===== src/rtl/amiga_clk_pkg.sv =====
// Shared constants and phase names for the Minimig clock-enable generator.
// cnt phase | meaning
// PH_C0     | first 28 MHz slot after the 7 MHz edge
// PH_C1     | clk7n_en slot
// PH_C2     | c3 rises
// PH_C3     | clk7_en slot, cck/ecnt advance
package amiga_clk_pkg;
    localparam int CNT7_W = 2;
    localparam int ECNT_W = 4;
    localparam int ECLK_N = 10;
    localparam logic [ECNT_W-1:0] ECNT_MAX     = 4'd9;
    localparam logic [ECNT_W-1:0] E_HIGH_FIRST = 4'd6;

    typedef enum logic [CNT7_W-1:0] {
        PH_C0 = 2'd0,
        PH_C1 = 2'd1,
        PH_C2 = 2'd2,
        PH_C3 = 2'd3
    } ph_e;
endpackage


===== src/rtl/amiga_clk_en_gen_sync_ff.sv =====
// N-stage single-bit synchroniser with synchronous clear.
module sync_ff #(
    parameter int N = 2
) (
    input  logic clk,
    input  logic clr,
    input  logic d,
    output logic q
);
    logic [N-1:0] sr;

    always_ff @(posedge clk) begin
        if (clr) sr <= '0;
        else     sr <= {sr[N-2:0], d};
    end

    assign q = sr[N-1];
endmodule


===== src/rtl/amiga_clk_en_gen.sv =====
// 28 MHz timing-enable generator: 7 MHz enables, c1/c3, cck, E-clock and
// the lock-qualified system reset, all from one shared phase counter.
module amiga_clk_en_gen
    import amiga_clk_pkg::*;
#(
    parameter int LOCK_DELAY  = 1024,
    parameter int SYNC_STAGES = 2
) (
    input  logic              clk,
    input  logic              rst,
    input  logic              pll_locked,
    output logic              locked_sync,
    output logic              sys_rst,
    output logic              clk7_en,
    output logic              clk7n_en,
    output logic              c1,
    output logic              c3,
    output logic              cck,
    output logic [ECLK_N-1:0] eclk,
    output logic              e_clk
);
    localparam int LOCK_W = $clog2(LOCK_DELAY + 1);
    localparam logic [LOCK_W-1:0] LOCK_MAX = LOCK_W'(LOCK_DELAY);

    logic              hold;
    logic              at_c3;
    logic [CNT7_W-1:0] cnt;
    logic [ECNT_W-1:0] ecnt;
    logic [LOCK_W-1:0] lock_cnt;
    logic              cck_q;
    logic              sys_rst_q;

    sync_ff #(.N(SYNC_STAGES)) u_lock_sync (
        .clk (clk),
        .clr (rst),
        .d   (pll_locked),
        .q   (locked_sync)
    );

    assign hold  = rst | ~locked_sync;
    assign at_c3 = (cnt == PH_C3);

    // Release only on a PH_C3 edge so the first unreset cycle starts at PH_C0.
    always_ff @(posedge clk) begin
        if (hold) begin
            cnt       <= '0;
            ecnt      <= '0;
            cck_q     <= 1'b0;
            lock_cnt  <= '0;
            sys_rst_q <= 1'b1;
        end else begin
            cnt <= cnt + 1'b1;
            if (lock_cnt != LOCK_MAX) lock_cnt <= lock_cnt + 1'b1;
            if (at_c3) begin
                cck_q <= ~cck_q;
                ecnt  <= (ecnt == ECNT_MAX) ? '0 : ecnt + 1'b1;
                if (lock_cnt == LOCK_MAX) sys_rst_q <= 1'b0;
            end
        end
    end

    assign sys_rst  = sys_rst_q;
    assign clk7_en  = at_c3;
    assign clk7n_en = (cnt == PH_C1);
    assign c1       = cnt[1] ^ cnt[0];
    assign c3       = cnt[1];
    assign cck      = cck_q;
    assign e_clk    = (ecnt >= E_HIGH_FIRST);

    always_comb begin
        eclk = '0;
        for (int i = 0; i < ECLK_N; i++) eclk[i] = (ecnt == ECNT_W'(i));
    end
endmodule


===== config.mk =====
export PLATFORM = sky130hd
export DESIGN_NAME = amiga_clk_en_gen
export DESIGN_NICKNAME = d
export VERILOG_FILES = /design/src/rtl/amiga_clk_pkg.sv /design/src/rtl/amiga_clk_en_gen_sync_ff.sv /design/src/rtl/amiga_clk_en_gen.sv
export SDC_FILE = /design/constraint.sdc
export NUM_CORES = 1
export LEC_CHECK = 0
export BUFFER_PORTS_ARGS = -buffer_cell sky130_fd_sc_hd__buf_4
export CAP_MARGIN = 0
export CORE_MARGIN = 2
export CORE_UTILIZATION = 45
export CTS_CLUSTER_DIAMETER = 100
export DETAILED_ROUTE_END_ITERATION = 16
export PLACE_DENSITY = 0.71
export SLEW_MARGIN = 20
export SYNTH_ARGS = -nofsm -noshare
export SYNTH_HDL_FRONTEND = slang
export SYNTH_SLANG_ARGS = --single-unit

===== constraint.sdc =====
create_clock -name clk -period 1.2 [get_ports clk]
set_input_delay 0.3 -clock clk [delete_from_list [all_inputs] [get_ports clk]]
set_output_delay 0.3 -clock clk [all_outputs]
set_load 0.05 [all_outputs]

-- Yosys cells after proc, flatten, opt, wreduce, memory -nomap -nowiden
Cells that the tools add are included.
- shift-type cells: 0
- bitwise gates (word level): 4
- magnitude comparators: 1
- reductions and logical operators: 2
- multipliers: 0
- multiplexer cells: 1
- add/subtract/negate cells: 3
- equal/unequal tests: 13
- div/mod/pow operators: 0
- operators by type and width (cell ; count):
    4-bit by 3-bit equality test with 1-bit output, second input constant ; 4
    11-bit by 1-bit adder with 11-bit output, second input constant ; 1
    11-bit equality test, second input constant ; 1
    11-bit != test, second input constant ; 1
    4-bit by 2-bit equality test with 1-bit output, second input constant ; 2
    4-bit equality test, second input constant ; 2
    4-bit by 1-bit adder with 4-bit output, second input constant ; 1
    4-bit by 1-bit equality test with 1-bit output, second input constant ; 1
    4-bit by 3-bit >= comparator with 1-bit output, second input constant ; 1
    4-bit zero test ; 1
    4-bit two-way mux ; 1
    2-bit by 1-bit adder with 2-bit output, second input constant ; 1
    2-bit by 1-bit equality test with 1-bit output, second input constant ; 1
    2-bit equality test, second input constant ; 1
    1-bit NOT ; 2
    2-bit AND reduction ; 1
    1-bit bitwise OR ; 1
    1-bit XOR ; 1
- memory bits (read-only): 0
- memories kept: 0
- input port bits: 3
- word-level logic and storage cells: 30
- latch bits: 0
- output and inout port bits: 18
- RAM bits: 0
- register bits: 21

-- Depth between registers and ports, before layout
- depth after elaboration: 2
- mapped depth: 6
- mapped depth without buffers: 5

-- By module
A second synthesis with hierarchy kept.
- cell total of the unflattened synthesis: 119
- area, all modules: 1041.0 um^2
- by module, submodules not included (module ; times used ; cells each ; sequential area each (um^2) ; area an instance (um^2)):
    amiga_clk_en_gen ; 1 ; 115 ; 380.4 ; 988.4
    sync_ff ; 1 ; 4 ; 40.0 ; 52.6

-- Least setup slack after synthesis
No wires, ideal clock.
- path type: reg2out
- start: register ecnt[0]
- end: output port eclk[8]
- path buffers: 1
- required time: 0.900 ns
- setup slack: -1.273 ns
- arrival time: 2.173 ns
- stages on the path, launching flop included: 3
- path through: dfxtp_1 > clkbuf_1 > nor4b_1
- word-level cells in the longest chain between the ends: 1
- RTL lines (element ; RTL line ; text):
    start: declaration ; amiga_clk_en_gen.sv:28 ; logic [ECNT_W-1:0] ecnt;
    start signal: assignment ; amiga_clk_en_gen.sv:56 ; ecnt <= (ecnt == ECNT_MAX) ? '0 : ecnt + 1'b1;
    4-bit equality test ; amiga_clk_en_gen.sv:72 ; for (int i = 0; i < ECLK_N; i++) eclk[i] = (ecnt == ECNT_W'(i));
    end: declaration ; amiga_clk_en_gen.sv:19 ; output logic [ECLK_N-1:0] eclk,
No other way between the ends.

-- Worst setup path in the final report
- start: register ecnt[1]
- end: output port eclk[0]
- word-level cells in the longest chain between the ends: 1
- RTL lines (element ; RTL line):
    4-bit zero test ; amiga_clk_en_gen.sv:72
No other way between the ends.

==> results.yml <==
run_status:
  outcome: "complete, but fails checks"
  violations: "negative setup slack"
clock_network:
  hold_buffers: 0
  insertion_delay_ns: 0.33
  htree_levels: 1
  cts_tree: "done"
  cts_root_buf: "clkbuf_4"
  cts_sinks: 21
  path_clk_slew_ns: 0.13
  numCtsBuffers: 3
  cts_max_path_buffers: 2
die:
  die_h_um: 51.8
  pin_count: 21
  core_area_um2: 2190
  initial_core_util_pct: 46.9
  core.rowCount: 17
  die_area_um2: 2680
  fp.dieW_um: 51.8
synth:
  synth.net_count: 129
  yosysTopAreaCell: "dfxtp_1"
  ys.flop_type: "dfxtp_1"
  synth_area_leaders: "dfxtp_1 41%, ha_1 4.9%, nor2_1 4.4%"
  ys_seq_area_share_pct: 40.9
  syn_avg_cell_area_um2: 8.43
  synth_top_area_share_pct: 40.9
  syn_area_um2: 1030
  syn_inst: 122
  synth_seq_cells: 21
  yosys_warnings: 0
  synth_edf_count: 0
  ys_types: 30
  ys_async_sr_fraction_pct: 0
routing:
  drt-total-wl_um: 3650
  drc: 0
  first_pass_iters: 4
  drtIter0Drc: 28
  antenna_left: 0
  wl_per_cell_um: 18.3
  vias: 1148
  viasPerCell: 5.77
min_path:
  holdPathEnd: "u_lock_sync.sr[1]"
  hold_depth: 2
  hp-start: "rst"
  hold_class: "primary input to register"
worst_setup_path:
  endpoint_kind: "output pin"
  r2r-start: "cnt[1]"
  crit_top_cell: "buf_6"
  slowest_stage: "dfxtp_4"
  worst-r2r-cell-count: 6
  worst-path-buf-inv: 2
  r2r_slack_ns: -0.12
  cp_cell_sequence: "buf_6, nor4_4, buf_6"
  critPathMaxStageDelay_ns: 0.43
  crit_required_ns: 0.90
  critPathKind: "register to output pin"
  cp.arrival_ns: 1.30
  worstPathMaxFanout: 7
  cp-start-kind: "register"
  path_delay_family: "flip-flops"
  cp-startpoint: "ecnt[1]"
  r2r-end: "ecnt[1]"
global_route:
  grt_pass1_wl_um: 4910
  overflow: 0
  grtUsageTotal_pct: 25.9
  antenna_found_initial: 0
  grt_pass1_vias: 1059
  grt_max_degree: 12
sta:
  setup-violations-final: 26
  maxSlewHeadroom_pct: 80.0
  hold-worst-slack_ns: 0.124
  slew_viol_final: 0
  rsz0062_at_grt: "true"
  final.min_clock_period_ns: 1.60
  post-route-period-util_pct: 133
  skew_ns: 0.00574
  hold_viol: 0
  worstMarginPinSlew_ns: 0.297
  max_freq_ghz: 0.625
  setup_ws_ns: -0.400
power:
  power.leakage_uw: 0.000734
  p_per_area_nw_per_um2: 554
  ir_drop_mv: 0.676
final_layout:
  final_net_count: 179
  antenna_cells: 0
  final_util_pct: 91.6
  drive_gt1_share_pct: 71.3
  syn_to_final_growth_pct: 95.1
placement:
  dp_hpwl_um: 1850
  portBuffers: 20
  gp_congestion: 0.720
job:
  maxCapViolations: 0
## final cells by class
| class | count | area (um^2) |
|---|---|---|
| clock buffers | 4 | 26.3 |
| fillers | 82 | 184 |
| inverters | 6 | 33.8 |
| multi-input cells | 89 | 925 |
| flip-flops and latches | 21 | 480 |
| well taps | 28 | 35.0 |
| repair buffers | 51 | 507 |
## flip-flops by register name (all words and copies together), names as in the netlist
register and count:
sys_rst 1, lock_cnt 11, cck 1, ecnt 4, u_lock_sync.sr 2, cnt 2
## power by group
part           internal, uW  switching [uW]  total [uW]  leakage (uW)
sequential              670            6.06         676      0.000183
combinational          29.2            30.5        59.7      0.000535
clock                   131             245         375     0.0000150
## worst register-to-register path: cells and delay by family (launching register included)
kind,cells,cell delay (ns)
flops,1,0.38
simple gates,2,0.41
buf+inv,2,0.22
compound gates,1,0.11
fa+ha+maj,1,0.14
## layer usage
metal	routed length [um]	share of wire, %	vias up	GRT usage, %
met3	196	5.4	17	5.46
met4	151	4.1	0	14.9
met1	1460	40	546	31.0
li1	-	-	534	-
met5	0	0	-	0
met2	1840	50	51	42.9
## worst max-delay path by stage
stage | end | cells after the start
after floorplan | eclk[9] | 2
after global routing | eclk[0] | 3
final | eclk[0] | 3
after global placement | eclk[9] | 2
after detailed placement | lock_cnt[0] | 5
after CTS | eclk[0] | 3
## synth_stat cells (2+ instances only)
master    count
xnor2_1       2
mux2i_1       2
clkbuf_1      6
inv_1         6
nor4b_1       3
or3_1         2
nor2b_1       5
nor2_1       12
a21oi_1       8
o31ai_1       3
or3_2         3
xor2_1        3
nand2b_1      5
nor3_1        4
o21ai_0       5
nand2_1       9
or4_1         3
ha_1          4
nand3_1       6
dfxtp_1      21
## per-stage QoR
step | worst slack (ns) | area [um^2] | cells | total power (uW) | setup TNS, ns
finish | -0.400 | 2010 | 199 | 1110 | -5.20
global route | -0.450 | 2010 | 199 | 1160 | -6.59
CTS | -0.387 | 1870 | 195 | 1090 | -4.46
detailed placement | -0.128 | 1590 | 183 | 763 | -1.45
global placement | -0.0742 | 1590 | 183 | 761 | -0.802
floorplan | -0.283 | 1360 | 122 | 745 | -1.92
## cell families after synthesis
| kind of cell | Yosys count | synth area share, % |
|---|---|---|
| and+or+nand+nor | 58 | 32.6 |
| DFF | 21 | 40.9 |
| AOI/OAI and AO/OA | 19 | 10.6 |
| buffers and inverters | 13 | 4.87 |
| xor gates and xnor gates | 5 | 4.26 |
| adders and majority gates | 4 | 4.87 |
| muxes | 2 | 1.95 |
## layout by cell type (no fill, tap or decap), types with 5 or more instances in the layout
master / count
nand2_1: 6
buf_6: 27
buf_4: 21
nor2b_1: 5
nor2_1: 9
dfxtp_4: 15
a21oi_2: 5
## timing repair
| item | CTS | global route |
|---|---|---|
| gates resized for setup | 59 | 25 |
| cloned | 1 | 0 |
| buffers inserted | 7 | 4 |
| endpoints found under the setup margin | 25 | 33 |
| endpoints found under the hold margin | 0 | 0 |
| pin swaps | 19 | 15 |
Power figures use the tool's default switching activity.
